===== src/rtl/inv_bist_ctrl_if.sv =====
// Port bundle between the test-control logic, the BIST sequencer and the inverter cell under test.
// The slave modport is the sequencer's view; the master modport is the controller plus inverter side.
interface inv_bist_ctrl_if #(
  parameter int IDX_W = 4,
  parameter int ERR_W = 8
);
  // Handshake: start is a one-cycle request and is taken only while busy=0 (IDLE or DONE);
  // once done=1, pass/err_cnt/fail_idx are valid and hold until the next accepted start.
  logic             start;
  logic             busy;
  logic             done;
  logic             pass;
  logic [ERR_W-1:0] err_cnt;
  logic [IDX_W-1:0] fail_idx;
  logic             drv_x;
  logic             sense_f;
  logic [2:0]       state_dbg;

  modport master (
    output start,
    output sense_f,
    input  busy,
    input  done,
    input  pass,
    input  err_cnt,
    input  fail_idx,
    input  drv_x,
    input  state_dbg
  );

  modport slave (
    input  start,
    input  sense_f,
    output busy,
    output done,
    output pass,
    output err_cnt,
    output fail_idx,
    output drv_x,
    output state_dbg
  );
endinterface


===== src/rtl/inv_bist_ctrl.sv =====
// BIST sequencer for one CMOS inverter: applies 1,0,1,0... on drv_x and checks sense_f == ~drv_x.
// Optional macro INV_BIST_STOP_ON_FAIL_EN ends the run at the first mismatching vector.
module inv_bist_ctrl #(
  parameter int NUM_VEC    = 8,
  parameter int SETTLE_CYC = 2,
  parameter int IDX_W      = 4,
  parameter int ERR_W      = 8
) (
  input  logic           clk,
  input  logic           rst,
  inv_bist_ctrl_if.slave bif
);

  localparam int CNT_W = (SETTLE_CYC > 1) ? $clog2(SETTLE_CYC) : 1;
  localparam logic [CNT_W-1:0] CNT_LOAD = CNT_W'(SETTLE_CYC - 1);
  localparam logic [IDX_W-1:0] LAST_IDX = IDX_W'(NUM_VEC - 1);
  localparam logic [ERR_W-1:0] ERR_MAX  = '1;

  typedef enum logic [2:0] {
    IDLE   = 3'd0,
    DRIVE  = 3'd1,
    SETTLE = 3'd2,
    SAMPLE = 3'd3,
    DONE   = 3'd4
  } state_t;

  state_t           state_q;
  state_t           state_d;
  logic [IDX_W-1:0] idx_q;
  logic [CNT_W-1:0] cnt_q;
  logic             drv_x_q;
  logic             busy_q;
  logic             done_q;
  logic             pass_q;
  logic [ERR_W-1:0] err_q;
  logic [IDX_W-1:0] fail_idx_q;

  logic accept;
  logic mismatch;
  logic last_vec;

  assign accept   = ((state_q == IDLE) || (state_q == DONE)) && bif.start;
  // Case inequality so an undriven (X/Z) switch output is scored as a failure.
  assign mismatch = (bif.sense_f !== ~drv_x_q);
  assign last_vec = (idx_q == LAST_IDX);

  always_ff @(posedge clk or negedge rst) begin
    if (!rst) begin
      state_q <= IDLE;
    end else begin
      state_q <= state_d;
    end
  end

  always_comb begin
    state_d = state_q;
    case (state_q)
      IDLE: begin
        if (accept) begin
          state_d = DRIVE;
        end
      end
      DRIVE: begin
        state_d = SETTLE;
      end
      SETTLE: begin
        if (cnt_q == '0) begin
          state_d = SAMPLE;
        end
      end
      SAMPLE: begin
`ifdef INV_BIST_STOP_ON_FAIL_EN
        if (mismatch || last_vec) begin
          state_d = DONE;
        end else begin
          state_d = DRIVE;
        end
`else
        if (last_vec) begin
          state_d = DONE;
        end else begin
          state_d = DRIVE;
        end
`endif
      end
      DONE: begin
        if (accept) begin
          state_d = DRIVE;
        end
      end
      default: begin
        state_d = IDLE;
      end
    endcase
  end

  // Result flags settle one cycle after entering DONE, which gives the
  // NUM_VEC*(SETTLE_CYC+2)+1 cycle run length seen from the start edge.
  always_ff @(posedge clk or negedge rst) begin
    if (!rst) begin
      idx_q      <= '0;
      cnt_q      <= '0;
      drv_x_q    <= 1'b0;
      busy_q     <= 1'b0;
      done_q     <= 1'b0;
      pass_q     <= 1'b0;
      err_q      <= '0;
      fail_idx_q <= '0;
    end else begin
      case (state_q)
        IDLE, DONE: begin
          if (accept) begin
            idx_q      <= '0;
            cnt_q      <= '0;
            drv_x_q    <= 1'b0;
            busy_q     <= 1'b1;
            done_q     <= 1'b0;
            pass_q     <= 1'b0;
            err_q      <= '0;
            fail_idx_q <= '0;
          end else if (state_q == DONE) begin
            drv_x_q <= 1'b0;
            busy_q  <= 1'b0;
            done_q  <= 1'b1;
            pass_q  <= (err_q == '0);
          end
        end
        DRIVE: begin
          drv_x_q <= ~idx_q[0];
          cnt_q   <= CNT_LOAD;
        end
        SETTLE: begin
          if (cnt_q != '0) begin
            cnt_q <= cnt_q - 1'b1;
          end
        end
        SAMPLE: begin
          if (mismatch) begin
            // err_q can never return to zero mid-run, so zero marks the first failure.
            if (err_q == '0) begin
              fail_idx_q <= idx_q;
            end
            if (err_q != ERR_MAX) begin
              err_q <= err_q + 1'b1;
            end
          end
          if (!last_vec) begin
            idx_q <= idx_q + 1'b1;
          end
        end
        default: begin
          idx_q <= idx_q;
        end
      endcase
    end
  end

  assign bif.drv_x     = drv_x_q;
  assign bif.busy      = busy_q;
  assign bif.done      = done_q;
  assign bif.pass      = pass_q;
  assign bif.err_cnt   = err_q;
  assign bif.fail_idx  = fail_idx_q;
  assign bif.state_dbg = state_q;

endmodule


===== src/flat_wrapper.sv =====
// flat-port wrapper written by rule: the top's interface ports become plain ports
module inv_bist_ctrl_flat 
#(
  parameter int NUM_VEC    = 8,
  parameter int SETTLE_CYC = 2,
  parameter int IDX_W      = 4,
  parameter int ERR_W      = 8
)
  (clk, rst, bif_start, bif_sense_f, bif_busy, bif_done, bif_pass, bif_err_cnt, bif_fail_idx, bif_drv_x, bif_state_dbg);
  inv_bist_ctrl_if #(.IDX_W(IDX_W), .ERR_W(ERR_W)) bif_i ();
  input  logic clk;
  input  logic rst;
  input wire logic [$bits(bif_i.start)-1:0] bif_start;
  input wire logic [$bits(bif_i.sense_f)-1:0] bif_sense_f;
  output wire logic [$bits(bif_i.busy)-1:0] bif_busy;
  output wire logic [$bits(bif_i.done)-1:0] bif_done;
  output wire logic [$bits(bif_i.pass)-1:0] bif_pass;
  output wire logic [$bits(bif_i.err_cnt)-1:0] bif_err_cnt;
  output wire logic [$bits(bif_i.fail_idx)-1:0] bif_fail_idx;
  output wire logic [$bits(bif_i.drv_x)-1:0] bif_drv_x;
  output wire logic [$bits(bif_i.state_dbg)-1:0] bif_state_dbg;
  assign bif_i.start = bif_start;
  assign bif_i.sense_f = bif_sense_f;
  assign bif_busy = bif_i.busy;
  assign bif_done = bif_i.done;
  assign bif_pass = bif_i.pass;
  assign bif_err_cnt = bif_i.err_cnt;
  assign bif_fail_idx = bif_i.fail_idx;
  assign bif_drv_x = bif_i.drv_x;
  assign bif_state_dbg = bif_i.state_dbg;
  inv_bist_ctrl #(.NUM_VEC(NUM_VEC), .SETTLE_CYC(SETTLE_CYC), .IDX_W(IDX_W), .ERR_W(ERR_W)) u_core (.clk(clk), .rst(rst), .bif(bif_i));
endmodule

===== config.mk =====
export PLATFORM = sky130hd
export DESIGN_NAME = inv_bist_ctrl_flat
export DESIGN_NICKNAME = d
export VERILOG_FILES = /design/src/rtl/inv_bist_ctrl_if.sv /design/src/rtl/inv_bist_ctrl.sv /design/src/flat_wrapper.sv
export SDC_FILE = /design/constraint.sdc
export NUM_CORES = 1
export LEC_CHECK = 0
export CORE_ASPECT_RATIO = 0.6
export CORE_MARGIN = 8
export CORE_UTILIZATION = 30
export DETAILED_ROUTE_END_ITERATION = 8
export SYNTH_ARGS = -nofsm -noshare
export SYNTH_HDL_FRONTEND = slang
export SYNTH_SLANG_ARGS = --single-unit

===== constraint.sdc =====
create_clock -name clk -period 1.9 [get_ports clk]
set_input_delay 0.285 -clock clk [delete_from_list [all_inputs] [get_ports clk]]
set_output_delay 0.285 -clock clk [all_outputs]
set_load 0.01 [all_outputs]

==> summary.md <==
| Metric | Value |
|---|---|
| Status | `finished, final reports clean` |
| Pleak | `around 0.7 nW` |
| Fin cells | `230` |
| Max-slew headroom | `75.18%` |
| Port bufs | `22` |
| Crit. End Element | `register` |
| Wire per inst | `14.67 µm` |
| Post-Route WL | `between 3 and 4 mm` |
| FF-to-FF setup slack | `0.08 ns` |
| Max Clock Skew | `0.004331 ns` |
| Post-synthesis cell type count | `40` |
| Worst hold path class | `input port to async pin` |
| Worst R2R Path Depth | `7` |
| Share of cells above drive strength 1 | `15.29%` |
| Pre-Repair DR Iteration Count | `4` |
| Initial core utilization | `31.23%` |
| Vias per inst | `5.039` |
| Post-layout minimum cycle time | `1.825 ns` |
| Max VDD drop | `0.6024 mV` |
| Die height | `66.60 µm` |
| Final HPWL DP | `2.607 mm` |
| F_max | `~550 MHz` |
| Setup crit start kind | `register` |
| CTS sink cnt | `24` |
| Design Area, Final | `1702 µm²` |
| Final Max Slew Viols | `0` |
| Hold buffers post-CTS | `0` |
| Gr usage total | `10.75%` |
| CTS root buf | `clkbuf_8` |
| Mapped Area | `1280 µm²` |
| Max incr delay on CP | `0.47 ns` |
| P_sw | `951.9 µW` |
| H-tree depth | `1` |
| Clk Latency, worst-skew pair | `0.26 ns` |
| CTS tree | `yes` |
| Critical Path AT | `1.97 ns` |
| Util after Layout | `41.51%` |
| Total gr overflow | `0` |
| Register area share after synthesis | `46.92%` |
| Placed cell area | `1629 µm²` |
| DR vias | `1,159` |
| Vias in the first global route | `between 1,000 and 1,500` |
| Routability cong. | `around 0.85` |
| Die area | `6681 µm²` |
| # setup viols final | `0` |
| Final Hold Fails | `0` |
| Power share of the sequential group | `36.3%` |
| Worst r2r src | `u_core.bif.err_cnt[0]` |
| CP max FO | `6` |
| Die Wd | `between 100 and 150 µm` |
| Post-route ant nets | `0` |
| Required @ worst endpoint | `2.05 ns` |
| Power, Total | `2.341 mW` |
| Crit-path cells | `inv_2 > ha_2 > or4b_4 > nor4_4 > buf_4 > o21a_4 > o21ai_1` |
| Hold WS | `0.3755 ns` |
| Synth Register Bits | `24` |
| Worst setup path category | `register to register` |
| Mean post-synth cell area | `9.343 µm²` |
| Pwr/cell area | `roughly 1400 nW/µm²` |
| Maxcap violations | `0` |
| P_int | `1.389 mW` |
| First-pass GRT wire length | `5.858 mm` |
| Max clock buf depth | `2` |
| DRC violations left | `0` |
| Sw Ratio | `40.67%` |
| Cells after DPL | `224` |
| Clk network pwr share | `12.8%` |
| Largest net degree at the start of global routing | `25` |
| Gate power share | `51.0%` |
| Initial antenna violation count | `0` |
| Filler cells | `roughly 430` |
| Fin nets | `179` |
| Iter 0 DRT Violations | `106` |
| Syn. warnings | `0` |
| Cell row count | `18` |
| Clk slew on worst S/H paths | `0.08 ns` |
| Worst Tran Pin Value | `roughly 0.37 ns` |
| Number of CTS-inserted buffers | `3` |
| Core Area | `4099 µm²` |
| Post-synthesis net count | `144` |
| # IOs | `23` |
| P&R area growth vs syn | `32.94%` |
| CP max-delay cell | `or4b_4` |
| Antenna diode count | `0` |
| Final period util | `a little over nine tenths` |
| Worst r2r dst | `u_core.bif.fail_idx[1]` |
| Cells after synthesis | `approximately 140` |
[power groups by stage]
| stage | clock network, mW | logic (mW) | registers (mW) |
|---|---|---|---|
| 2_1_floorplan | 0 | 0.657 | 0.836 |
| 3_3_place_gp | 0 | 1.07 | 0.859 |
| 3_5_place_dp | 0 | 1.12 | 0.868 |
| 4_1_cts | 0.311 | 1.12 | 0.859 |
| 5_1_grt | 0.327 | 1.34 | 0.881 |
| 6_report | 0.299 | 1.19 | 0.849 |
[flip-flops by register name, summed over array words and instances (netlist names)]
name / count
u_core.bif.state_dbg: 3
u_core.bif.pass: 1
u_core.cnt_q: 1
u_core.bif.fail_idx: 4
u_core.bif.drv_x: 1
u_core.bif.busy: 1
u_core.bif.done: 1
u_core.bif.err_cnt: 8
u_core.idx_q: 4
[cell type report]
class | instances | area [µm²] | share of cell area, %
timing repair buffer | 36 | 325.3 | 19.12
inverter | 9 | 33.78 | 1.985
clock buffer | 3 | 41.29 | 2.426
tap | 60 | 75.07 | 4.412
multi-input combinational | 98 | 625.6 | 36.76
sequential | 24 | 600.6 | 35.29
[routing by layer]
metal  track usage (%)  vias to the layer above  part of all wire [%]
met4             2.617                        0                  0.86
met5                 0                        -                     0
li1                  -                      567                     -
met3             2.079                        2                   4.1
met2             16.94                       22                    47
met1             14.78                      568                    48
[Yosys cell counts]
cell,n,area (µm²)
a31oi_1,4,25.02
a32o_1,2,20.02
or4b_4,1,13.76
nand4_1,5,31.28
clkbuf_1,1,3.750
inv_1,9,33.78
or3_1,1,6.260
xnor2_1,2,17.52
o41ai_1,1,8.760
buf_2,5,25.02
nand2b_1,1,6.260
a22o_1,1,8.760
nor2b_1,2,12.51
nor4_4,1,21.27
and4b_1,1,10.01
o22ai_1,3,18.77
nand2_1,11,41.29
o31ai_1,1,7.510
o21ai_1,5,25.02
nand3_1,6,30.03
nor3b_2,1,12.51
dfrtp_1,24,600.6
and3_1,1,6.260
nor2_1,10,37.54
a41oi_1,1,8.760
o31a_1,1,8.760
o21a_2,1,8.760
and3b_1,1,8.760
ha_1,3,37.54
a211oi_1,1,7.510
a22oi_1,1,7.510
o2bb2ai_1,1,8.760
nor4_1,1,6.260
or2_2,1,6.260
o21ai_0,11,55.05
nand4b_1,1,8.760
a21o_1,2,15.01
a2bb2oi_1,1,8.760
o21ba_2,1,10.01
a21oi_1,10,50.05
[repair_timing]
item | in CTS | in global routing
gates resized for setup | 0 | 4
buffers inserted | 0 | 3
endpoints found under the setup margin | 0 | 5
[worst max-delay path: cells and delay by family (launching register included)]
| kind | cells | cell delay [ns] |
|---|---|---|
| flip-flops | 1 | 0.40 |
| adder cells (fa/ha/maj) | 1 | 0.17 |
| buffers and inverters | 2 | 0.26 |
| AO/OA/AOI/OAI | 2 | 0.20 |
| AND/OR/NAND/NOR | 2 | 0.69 |
[per-stage QoR]
step / setup WS [ns] / TNS, ns
after floorplan: 0.1991 / 0
after global placement: 0.1601 / 0
after detailed placement: 0.008467 / 0
after CTS: 0.002726 / 0
after global routing: -0.005138 / -0.006947
final: 0.07530 / 0
[cell usage in the layout, fill, tap and decap left out, types with 3 or more instances in the layout]
cell type        instances
o21ai_1                  5
nor2_1                  10
buf_4                   14
nand4_1                  5
inv_1                    7
o22ai_1                  3
clkdlybuf4s50_1         22
dfrtp_1                 24
a21oi_1                 10
o21ai_0                 11
nand3_1                  6
clkbuf_8                 3
a31oi_1                  4
nand2_1                 11
[worst max path at each step]
stage / endpoint / from / cells past startpoint / slack [ns]
floorplan: u_core.bif.fail_idx[0] / u_core.bif.err_cnt[0] / 6 / 0.20
global placement: u_core.bif.fail_idx[1] / u_core.bif.err_cnt[0] / 6 / 0.16
detailed placement: u_core.bif.fail_idx[3] / u_core.bif.err_cnt[0] / 6 / 0.008
CTS: u_core.bif.fail_idx[1] / u_core.bif.err_cnt[0] / 6 / 0.003
global route: u_core.bif.fail_idx[1] / u_core.bif.err_cnt[0] / 7 / -0.005
finish: u_core.bif.fail_idx[1] / u_core.bif.err_cnt[0] / 7 / 0.08
[kinds of logic (layout without fill, tap and decap cells)]
kind of cell / Yosys count / count (layout) / share of synthesized area, %
AO/OA/AOI/OAI: 48 / 48 / 23.66
XOR/XNOR: 2 / 2 / 1.369
adder cells (fa/ha/maj): 3 / 3 / 2.933
buffers and inverters: 15 / 48 / 4.887
flip-flops: 24 / 24 / 46.92
AND/OR/NAND/NOR: 45 / 45 / 20.24
Power figures use the tool's default switching activity.
